`src/rtl/dmem_readout_streamer_pkg.sv`:
```
// Shared types and default geometry for the dmem readout streamer.
// Optional feature macro used by the top: READOUT_CHECKSUM_EN.
package dmem_readout_pkg;

   localparam int DMEM_S    = 32;
   localparam int DMEM_SIZE = 30015;

   typedef enum logic [1:0] {
      IDLE  = 2'd0,
      RUN   = 2'd1,
      DRAIN = 2'd2,
      FIN   = 2'd3
   } state_t;

   typedef struct packed {
      logic [DMEM_S-1:0] data;
      logic              last;
   } fifo_entry_t;

endpackage

```
`src/rtl/dmem_readout_streamer_fifo.sv`:
```
// Small show-ahead synchronous FIFO; the head entry is visible while not empty
// and stays put until popped.
module readout_fifo
   import dmem_readout_pkg::*;
#(
   parameter int  DEPTH = 2,
   parameter type T     = fifo_entry_t
) (
   input  logic                   clk,
   input  logic                   rst_n,
   input  logic                   push,
   input  T                       push_data,
   input  logic                   pop,
   output T                       head,
   output logic [$clog2(DEPTH):0] count,
   output logic                   full,
   output logic                   empty
);

   localparam int AW = $clog2(DEPTH);

   T               mem_reg [DEPTH];
   logic [AW-1:0]  wr_ptr_reg;
   logic [AW-1:0]  rd_ptr_reg;
   logic [AW:0]    count_reg;
   logic           do_push;
   logic           do_pop;

   assign empty   = (count_reg == '0);
   assign full    = (count_reg == (AW+1)'(DEPTH));
   assign do_pop  = pop & ~empty;
   // A push into a full FIFO is fine when the head leaves in the same cycle.
   assign do_push = push & (~full | do_pop);
   assign head    = mem_reg[rd_ptr_reg];
   assign count   = count_reg;

   always_ff @(posedge clk) begin
      if (do_push) begin
         mem_reg[wr_ptr_reg] <= push_data;
      end
   end

   always_ff @(posedge clk or negedge rst_n) begin
      if (!rst_n) begin
         wr_ptr_reg <= '0;
         rd_ptr_reg <= '0;
         count_reg  <= '0;
      end else begin
         if (do_push) begin
            wr_ptr_reg <= wr_ptr_reg + AW'(1);
         end
         if (do_pop) begin
            rd_ptr_reg <= rd_ptr_reg + AW'(1);
         end
         case ({do_push, do_pop})
            2'b10:   count_reg <= count_reg + (AW+1)'(1);
            2'b01:   count_reg <= count_reg - (AW+1)'(1);
            default: count_reg <= count_reg;
         endcase
      end
   end

endmodule

```
`src/rtl/dmem_readout_streamer.sv`:
```
// Streams a contiguous dmem word range out over valid/ready with last marking.
// Define READOUT_CHECKSUM_EN to add a running sum of streamed words on csum.
module dmem_readout_streamer
   import dmem_readout_pkg::*;
#(
   parameter int S          = DMEM_S,
   parameter int SIZE       = DMEM_SIZE,
   parameter int FIFO_DEPTH = 2
) (
   input  logic         clk,
   input  logic         rst_n,
   input  logic         start,
   input  logic [S-1:0] base_addr,
   input  logic [S-1:0] word_count,
   output logic         busy,
   output logic         done,
   output logic         err,
   output logic         mem_re,
   output logic [S-1:0] mem_addr,
   input  logic [S-1:0] mem_rdata,
   output logic         out_valid,
   input  logic         out_ready,
   output logic [S-1:0] out_data,
   output logic         out_last
`ifdef READOUT_CHECKSUM_EN
   ,
   output logic [S-1:0] csum
`endif
);

   localparam int CW = $clog2(FIFO_DEPTH) + 1;

   typedef struct packed {
      logic [S-1:0] data;
      logic         last;
   } entry_t;

   state_t        state_reg;
   state_t        state_next;
   logic [S-1:0]  base_reg;
   logic [S-1:0]  count_reg;
   logic [S-1:0]  idx_reg;
   logic          inflight_reg;
   logic          inflight_last_reg;
   logic          err_reg;

   logic [S:0]    end_addr;
   logic          reject;
   logic          accept;
   logic          pop;
   logic          issue_last;
   logic [CW:0]   occupancy;
   entry_t        push_entry;
   entry_t        head;
   logic [CW-1:0] fifo_count;
   logic          fifo_full;
   logic          fifo_empty;

   assign end_addr   = {1'b0, base_addr} + {1'b0, word_count};
   assign reject     = (word_count == '0) || (end_addr > (S+1)'(SIZE));
   assign accept     = (state_reg == IDLE) && start && !reject;
   assign pop        = out_valid & out_ready;
   assign issue_last = (idx_reg == count_reg - S'(1));
   // A word popped this cycle frees its slot in time for the read issued now.
   assign occupancy  = (CW+1)'(fifo_count) + (CW+1)'(inflight_reg) - (CW+1)'(pop);

   always_comb begin
      state_next = state_reg;
      mem_re     = 1'b0;
      case (state_reg)
         IDLE: begin
            if (start) begin
               state_next = reject ? FIN : RUN;
            end
         end
         RUN: begin
            if ((idx_reg < count_reg) && (occupancy < (CW+1)'(FIFO_DEPTH)) &&
                (!fifo_full || pop)) begin
               mem_re = 1'b1;
               if (issue_last) begin
                  state_next = DRAIN;
               end
            end
         end
         DRAIN: begin
            if (pop && head.last) begin
               state_next = FIN;
            end
         end
         FIN:     state_next = IDLE;
         default: state_next = IDLE;
      endcase
   end

   always_ff @(posedge clk or negedge rst_n) begin
      if (!rst_n) begin
         state_reg         <= IDLE;
         base_reg          <= '0;
         count_reg         <= '0;
         idx_reg           <= '0;
         inflight_reg      <= 1'b0;
         inflight_last_reg <= 1'b0;
         err_reg           <= 1'b0;
      end else begin
         state_reg         <= state_next;
         err_reg           <= (state_reg == IDLE) && start && reject && (word_count != '0);
         inflight_reg      <= mem_re;
         inflight_last_reg <= mem_re & issue_last;
         if (accept) begin
            base_reg  <= base_addr;
            count_reg <= word_count;
            idx_reg   <= '0;
         end else if (mem_re) begin
            idx_reg <= idx_reg + S'(1);
         end
      end
   end

   assign push_entry = '{data: mem_rdata, last: inflight_last_reg};

   readout_fifo #(
      .DEPTH (FIFO_DEPTH),
      .T     (entry_t)
   ) u_fifo (
      .clk       (clk),
      .rst_n     (rst_n),
      .push      (inflight_reg),
      .push_data (push_entry),
      .pop       (pop),
      .head      (head),
      .count     (fifo_count),
      .full      (fifo_full),
      .empty     (fifo_empty)
   );

   assign busy      = (state_reg != IDLE);
   assign done      = (state_reg == FIN);
   assign err       = err_reg;
   assign mem_addr  = mem_re ? (base_reg + idx_reg) : '0;
   assign out_valid = !fifo_empty;
   assign out_data  = out_valid ? head.data : '0;
   assign out_last  = out_valid & head.last;

`ifdef READOUT_CHECKSUM_EN
   logic [S-1:0] csum_reg;

   // Cleared by any start taken in IDLE, including rejected requests.
   always_ff @(posedge clk or negedge rst_n) begin
      if (!rst_n) begin
         csum_reg <= '0;
      end else if ((state_reg == IDLE) && start) begin
         csum_reg <= '0;
      end else if (pop) begin
         csum_reg <= csum_reg + out_data;
      end
   end

   assign csum = csum_reg;
`endif

endmodule

```
`config.mk`:
```
export PLATFORM = sky130hd
export DESIGN_NAME = dmem_readout_streamer
export DESIGN_NICKNAME = d
export VERILOG_FILES = /design/src/rtl/dmem_readout_streamer_pkg.sv /design/src/rtl/dmem_readout_streamer_fifo.sv /design/src/rtl/dmem_readout_streamer.sv
export SDC_FILE = /design/constraint.sdc
export NUM_CORES = 1
export LEC_CHECK = 0
export ABC_AREA = 1
export BUFFER_PORTS_ARGS = -buffer_cell sky130_fd_sc_hd__buf_2
export CAP_MARGIN = 20
export CORE_MARGIN = 10
export CORE_UTILIZATION = 65
export DETAILED_ROUTE_END_ITERATION = 6
export PLACE_DENSITY = 0.88
export SLEW_MARGIN = 20
export SYNTH_ARGS = -nofsm -noshare
export SYNTH_HDL_FRONTEND = slang
export SYNTH_SLANG_ARGS = --single-unit
```
`constraint.sdc`:
```
create_clock -name clk -period 6.2 [get_ports clk]
set_input_delay 1.24 -clock clk [delete_from_list [all_inputs] [get_ports clk]]
set_output_delay 1.24 -clock clk [all_outputs]
set_load 0.01 [all_outputs]
```
==> metrics.txt, run 1 <==
outcome finished, final reports clean; Routed WL 43.87 mm; initial drt markers around 1400; max reg flops 66; Clock Skews ~0.01 ns; hold_buf cts 0; Post-route DRC 0; number of synthesized flops with an enable pin between 60 and 70; Placement Rows between 50 and 60; vias in the first global route between 10000 and 15000; post-synth cell types 46; Post-synth ARST share 0.6140; GP Congestion 1.012; busiest grt layer met2; most frequent cell after synthesis nand2_1; Slew Viols, Final 0; Hold Path Class register to register; die height 167.0 um; area share of the largest cell type after synthesis 0.1869; Finished Layout Cells around 2500; setup TNS 0 ns; post-synth net total approximately 2300; Pwr per Cell Area ~200 nW/um^2; Die W 167.0 um; TritonCTS sink count 171; required time of the critical path 4.96 ns; H-tree Lvls 4; post-DR vias/cell around 5.7; P&R area growth vs syn 11.78%; synth top area cells dfrtp_1, nand2_1, edfxtp_1, ha_1, inv_1; Final Hold Fails 0; GRT Total Usage 0.3041; P_leak about 8.9 nW; # setup viols final 0; CTS root buffer clkbuf_16; Wirelength per Cell 17.29 um; placed instance count about 2500; clk_lat worst skew roughly 0.44 ns; number of gates resized after CTS 0; DRT antenna net count 0; Antenna Cells 0; Setup Buffers After CTS 0; die area roughly 28000 um^2; synthesized area per cell between 6 and 7 um^2; max_slew headroom 0.3738; Crit Path Category primary input to primary output; Worst Reg2Reg Path Length in Cells 17; YS warnings 0; Clock transition at path regs approximately 0.080 ns; final setup margin 0.9243 ns; top cell type by total area after synthesis dfrtp_1; flop-to-flop setup slack approximately 2.7 ns; clock tree from TritonCTS built; layout cells sized above 1 0.1079; FF+latch count, synth roughly 170; CP Data Arrival Time 4.04 ns; Least-Margin Pin Slew about 0.94 ns; Detail Placement HPWL between 30 and 40 mm; fmax 189.5 MHz; Seq/Total Area, Yosys 0.3280; hold path depth 0; Mapped Cells ~2100; Final period util 0.8509; Nets around 2500; I/O pins 170; peak supply drop around 210 uV; Vias ~14000; CP endpoint kind primary output; pre-CTS setup slack 0.9946 ns; largest net degree at the start of global routing 95; prevailing post-synth register cell dfrtp_1; first-pass iteration count of the detailed router 6; max_cap viols 0; CP max FO 58; first-pass GRT wire length slightly below 70 mm; GR Util met1 0.3812; Setup crit start kind primary input; Core ar. around 21000 um^2; TritonCTS buffer count 17; global routing usage on met2 0.5078; grt ovf 0; unrepaired setup endpoints after global routing false; starting density of the core 0.6644; initial antenna violation count 0; IO Port Bufs ~170; synthesized cell area around 14000 um^2; top cells by count, synth nand2_1, inv_1, nor2_1, a21oi_1, dfrtp_1; Final min period 5.276 ns; met3 GRT Util 0.05272; clk buf depth 2
[report_power, final]
group / internal, mW / total [mW] / switching [mW] / leakage [nW]
Combinational: 0.320 / 0.941 / 0.621 / 6.73
Clock: 0.547 / 1.08 / 0.534 / 0.290
Sequential: 1.19 / 1.22 / 0.0229 / 1.92
Total: 2.06 / 3.24 / 1.18 / 8.94
[cells in the final DEF, fill, tap and decap left out, types with 11 or more instances in the layout]
| cell | n |
|---|---|
| a21oi_1 | 115 |
| buf_2 | 168 |
| buf_4 | 11 |
| clkbuf_16 | 17 |
| dfrtp_1 | 105 |
| edfxtp_1 | 66 |
| ha_1 | 104 |
| inv_1 | 344 |
| nand2_1 | 644 |
| nand3_1 | 89 |
| nand3b_1 | 13 |
| nand4_1 | 30 |
| nor2_1 | 241 |
| nor3_1 | 30 |
| nor4_1 | 18 |
| o21ai_0 | 47 |
| o21ai_1 | 58 |
| xnor2_1 | 39 |
| xor2_1 | 28 |
[cell families (layout without fill, tap and decap cells)]
kind of cell               after synthesis  after routing  synth area share
AOI/OAI and AO/OA                      265            265            0.1030
buffers and inverters                  383            559            0.1085
xor gates and xnor gates                68             68           0.04335
adders and majority gates              107            107           0.09686
DFF                                    171            171            0.3280
and+or+nand+nor                       1092           1092            0.3203
[metal layers]
| layer | up-vias | part of all wire |
|---|---|---|
| met5 | - | 0 |
| met4 | 0 | 0.037 |
| met3 | 119 | 0.094 |
| met2 | 695 | 0.48 |
| met1 | 6602 | 0.39 |
| li1 | 6973 | - |
[final cells by class]
| class | count | area, um^2 |
|---|---|---|
| multi-input cells | 1532 | 7933 |
| fillers | 1751 | 5444 |
| flip-flops and latches | 171 | 4609 |
| inverters | 348 | 1306 |
| repair buffers | 179 | 923.4 |
| clock buffers | 17 | 425.4 |
| well taps | 275 | 344.1 |
| clock inverters | 15 | 168.9 |
[worst max-delay path, stage by stage]
cell and delay, ns:
buf_2 0.09, inv_1 0.05, nor2_1 0.22, ha_1 0.29, inv_1 0.06, nand2_1 0.06, fa_1 0.48, nand2_1 0.05
a221oi_1 0.19, nand4_1 0.12, nor3_1 0.27, nand3_2 0.11, buf_4 0.34, nor2_1 0.26, buf_2 0.17
[stage by stage]
stage | area (um^2) | total power [mW] | hold WS [ns] | util
2_1_floorplan | 14050 | 1.799 | 0.4204 | -
3_3_place_gp | 15120 | 2.138 | 0.4281 | 0.7146
3_5_place_dp | 15120 | 2.161 | 0.4366 | 0.7146
4_1_cts | 15710 | 3.234 | 0.4502 | 0.7427
5_1_grt | 15710 | 3.383 | 0.4579 | 0.7427
6_report | 15710 | 3.239 | 0.4550 | 0.7427
[path summary, 6_finish.rpt]
| path | to | start |
|---|---|---|
| setup / recovery | mem_addr[21] | out_ready |
| hold / removal | u_fifo.mem_reg[1][0]$_DFFE_PP_ | inflight_last_reg$_DFF_PN0_ |
| setup reg to reg | idx_reg[29]$_DFFE_PN0P_ | u_fifo.count[0]$_DFFE_PN0P_ |
| hold reg to reg | u_fifo.mem_reg[1][0]$_DFFE_PP_ | inflight_last_reg$_DFF_PN0_ |
| max in group asynchronous | count_reg[19]$_DFFE_PN0P_ | rst_n |
| min in group asynchronous | base_reg[4]$_DFFE_PN0P_ | rst_n |
(Power assumes the default switching activity.)
==> run 2, diff against run 1 <==
Settings changed: ABC_AREA 1 to not set, CORE_UTILIZATION 65 to 64, PLACE_DENSITY 0.88 to 0.87.
==> metrics.txt, run 2 <==
proportion of synthesized area in mux cells 0.09573 (+0.09573); TritonCTS sink count 171 (unchanged); Final min period 5.791 ns (+0.5155 ns); CTS root buffer clkbuf_16; Nets 1655 (-33%); RR Startpoint u_fifo.count[1]$_DFFE_PN0P_; post-synth cell types 66 (+43%); Hold Path Class register to register; CP endpoint kind primary output; I/O pins 170 (unchanged); simple logic cell fraction of the synthesized area 0.1829 (-0.1374); area share of the largest cell type after synthesis 0.2112 (+0.02421); outcome finished, final reports clean; placed instance count 1689 (-33%); max reg flops 66 (unchanged); Post-route DRC 0 (unchanged); Setup crit start kind register; CP Data Arrival Time 4.55 ns (+0.51 ns); top cells by count, synth nor2_1, dfrtp_1, ha_1, xnor2_1, nand2_1; required time of the critical path 4.96 ns (about the same); Fillers 1383 (-21%); Multi-input gate area 7403 um^2 (-6.7%); compound-gate portion of the synthesized area 0.1280 (+0.02500); clock tree from TritonCTS built; Vias 10970 (-24%); clk buf depth 2 (unchanged); Synth Area in Adders 0.1094 (+0.01254); CP max FO 62 (+6.9%); GRT Total Usage 0.2827 (-0.02140); Mapped Cells 1298 (-38%); Post-synth ARST share 0.6140 (unchanged); vias in the first global route 10970 (-21%); synth top area cells dfrtp_1, edfxtp_1, ha_1, xnor2_1, mux2_2; number of gates resized after CTS 0 (unchanged); Seq/Total Area, Yosys 0.3704 (+0.04248); YS warnings 0 (unchanged); largest net degree at the start of global routing 63 (-34%); Clock Skews 0.01358 ns (+0.003611 ns); post-DR vias/cell 6.368 (+12%); DRT antenna net count 0 (unchanged); clk_lat worst skew 0.45 ns (about the same); synthesized cell area 12440 um^2 (-11%); most common cell after layout, fill and taps aside buf_2; initial antenna violation count 1 (+1); Wirelength per Cell 21.26 um (+23%); Least-Margin Pin Slew 0.9800 ns (+0.04061 ns); Core ar. 18890 um^2 (-11%); # setup viols final 0 (unchanged); Pwr per Cell Area 223.7 nW/um^2 (+8.5%); die area 25420 um^2 (-8.9%); synthesized area per cell 9.586 um^2 (+42%); commonest cells after routing, fill and taps aside buf_2, nor2_1, ha_1, dfrtp_1, xnor2_1; post-synth net total 1505 (-34%); Crit Path Category register to primary output; XOR/XNOR Fraction of Synth Area 0.07813 (+0.03478); first-pass iteration count of the detailed router 7 (+1); Die W 159.4 um (-4.6%); number of synthesized flops with an enable pin 66 (unchanged); max_slew headroom 0.3467 (-0.02707); Detail Placement HPWL 28.29 mm (-19%); CP Capture Point mem_addr[9]; largest family of logic cells by synthesized area simple AND/OR/NAND/NOR gates; origin of the worst setup path u_fifo.count[1]$_DFFE_PN0P_; GP Congestion 1.067 (+5.5%); fmax 172.7 MHz (-8.9%); Finished Layout Cells 1722 (-32%); prevailing post-synth register cell dfrtp_1; most frequent cell after synthesis nor2_1; Clock transition at path regs 0.07 ns (about the same); setup TNS 0 ns (unchanged); grt ovf 0 (unchanged); initial drt markers 989 (-29%); P&R area growth vs syn 13.68%; first-pass GRT wire length 58.62 mm (-15%); Routed WL 36.60 mm (-17%); hold_buf cts 0 (unchanged); H-tree Lvls 4 (unchanged); Slew Viols, Final 0 (unchanged); Setup Buffers After CTS 0 (unchanged); die height 159.4 um (-4.6%); storage element area 4611 um^2 (about the same); top cell type by total area after synthesis dfrtp_1; Worst Reg2Reg Path Length in Cells 17 (unchanged); TritonCTS buffer count 17 (unchanged); FF+latch count, synth 171 (unchanged); IO Port Bufs 169 (unchanged); starting density of the core 0.6586 (-0.005790); max_cap viols 0 (unchanged); layout cells sized above 1 0.1964 (+0.08857); Placement Rows 50 (-5.7%); peak supply drop 204.1 uV (-3.1%); Final period util 0.9341 (+0.08315); unrepaired setup endpoints after global routing false; flop-to-flop setup slack 1.80 ns (-0.87 ns); Final Hold Fails 0 (unchanged); R2R Path End idx_reg[30]$_DFFE_PN0P_; P_leak 6.568 nW (-27%)
-- run 2: changes by cell type in the layout (fill, tap and decap cells not counted), sizes merged, moves of 41 or more --
cell	delta
mux2	+64
a21oi	-59
o21ai	-62
nand3	-54
xnor2	+41
nand2	-579
nor2	-105
mux2i	+47
inv	-288
-- run 2: worst min path at each step --
stage / endpoint / start / slack (ns) / depth (start not counted)
final: u_fifo.mem_reg[0][0]$_DFFE_PP_ / inflight_last_reg$_DFF_PN0_ / 0.46 / 0
after global routing: u_fifo.mem_reg[1][0]$_DFFE_PP_ / inflight_last_reg$_DFF_PN0_ / 0.47 / 0
after CTS: u_fifo.mem_reg[1][0]$_DFFE_PP_ / inflight_last_reg$_DFF_PN0_ / 0.46 / 0
after detailed placement: u_fifo.mem_reg[0][0]$_DFFE_PP_ / inflight_last_reg$_DFF_PN0_ / 0.44 / 0
after global placement: u_fifo.mem_reg[0][0]$_DFFE_PP_ / inflight_last_reg$_DFF_PN0_ / 0.42 / 0
after floorplan: u_fifo.mem_reg[0][0]$_DFFE_PP_ / inflight_last_reg$_DFF_PN0_ / 0.42 / 0
-- run 2: layer usage --
metal / track usage / vias to the layer above / wire [um]
met3: 0.05939 / 75 / 3053
met4: 0.1053 / 0 / 1124
met1: 0.3598 / 5271 / 14790
met5: 0 / - / 0
li1: - / 5076 / -
met2: 0.4636 / 543 / 17640
-- run 2: power breakdown --
part / leakage (nW) / switching [mW] / internal (mW) / total [mW]
logic: 4.24 / 0.455 / 0.336 / 0.791
registers: 2.03 / 0.0788 / 1.19 / 1.27
clock network: 0.303 / 0.542 / 0.559 / 1.10
-- run 2: worst max-delay path, stage by stage, from the launching register on --
cell      delay, ns
dfrtp_1        0.48
nor2_2         0.13
buf_4          0.34
inv_1          0.11
nand2_1        0.15
inv_1          0.08
ha_1           0.27
nand2b_1       0.15
fa_1           0.39
o21ai_0        0.25
nand4b_1       0.15
a221oi_1       0.25
o21a_1         0.23
nand3_2        0.14
buf_4          0.41
a211oi_1       0.35
buf_2          0.20
-- run 2: cell type report --
cell class                 instances  share of cell area
multi-input combinational       1018              0.5234
sequential                       171              0.3260
timing repair buffer             178             0.06652
clock buffer                      17             0.03008
tap                              260             0.02300
inverter                          62             0.01645
clock inverter                    15             0.01442
antenna                            1           0.0001769
-- run 2: stage by stage --
step / setup WS, ns / util / hold WS (ns) / total power, mW / cell area (um^2)
after CTS: 0.5209 / 0.7485 / 0.4567 / 3.165 / 14140
after detailed placement: 0.7017 / 0.7152 / 0.4439 / 2.073 / 13510
final: 0.4088 / 0.7487 / 0.4597 / 3.165 / 14140
after global routing: 0.1918 / 0.7487 / 0.4689 / 3.298 / 14140
after global placement: 0.8786 / 0.7152 / 0.4235 / 2.048 / 13510
after floorplan: 1.182 / - / 0.4204 / 1.761 / 12440
-- run 2: cells by family after synthesis --
logic type | count (synthesis)
buffers and inverters | 109
adder cells (fa/ha/maj) | 107
multiplexers | 111
AND/OR/NAND/NOR | 449
AO/OA/AOI/OAI | 240
XOR/XNOR | 111
flip-flops | 171
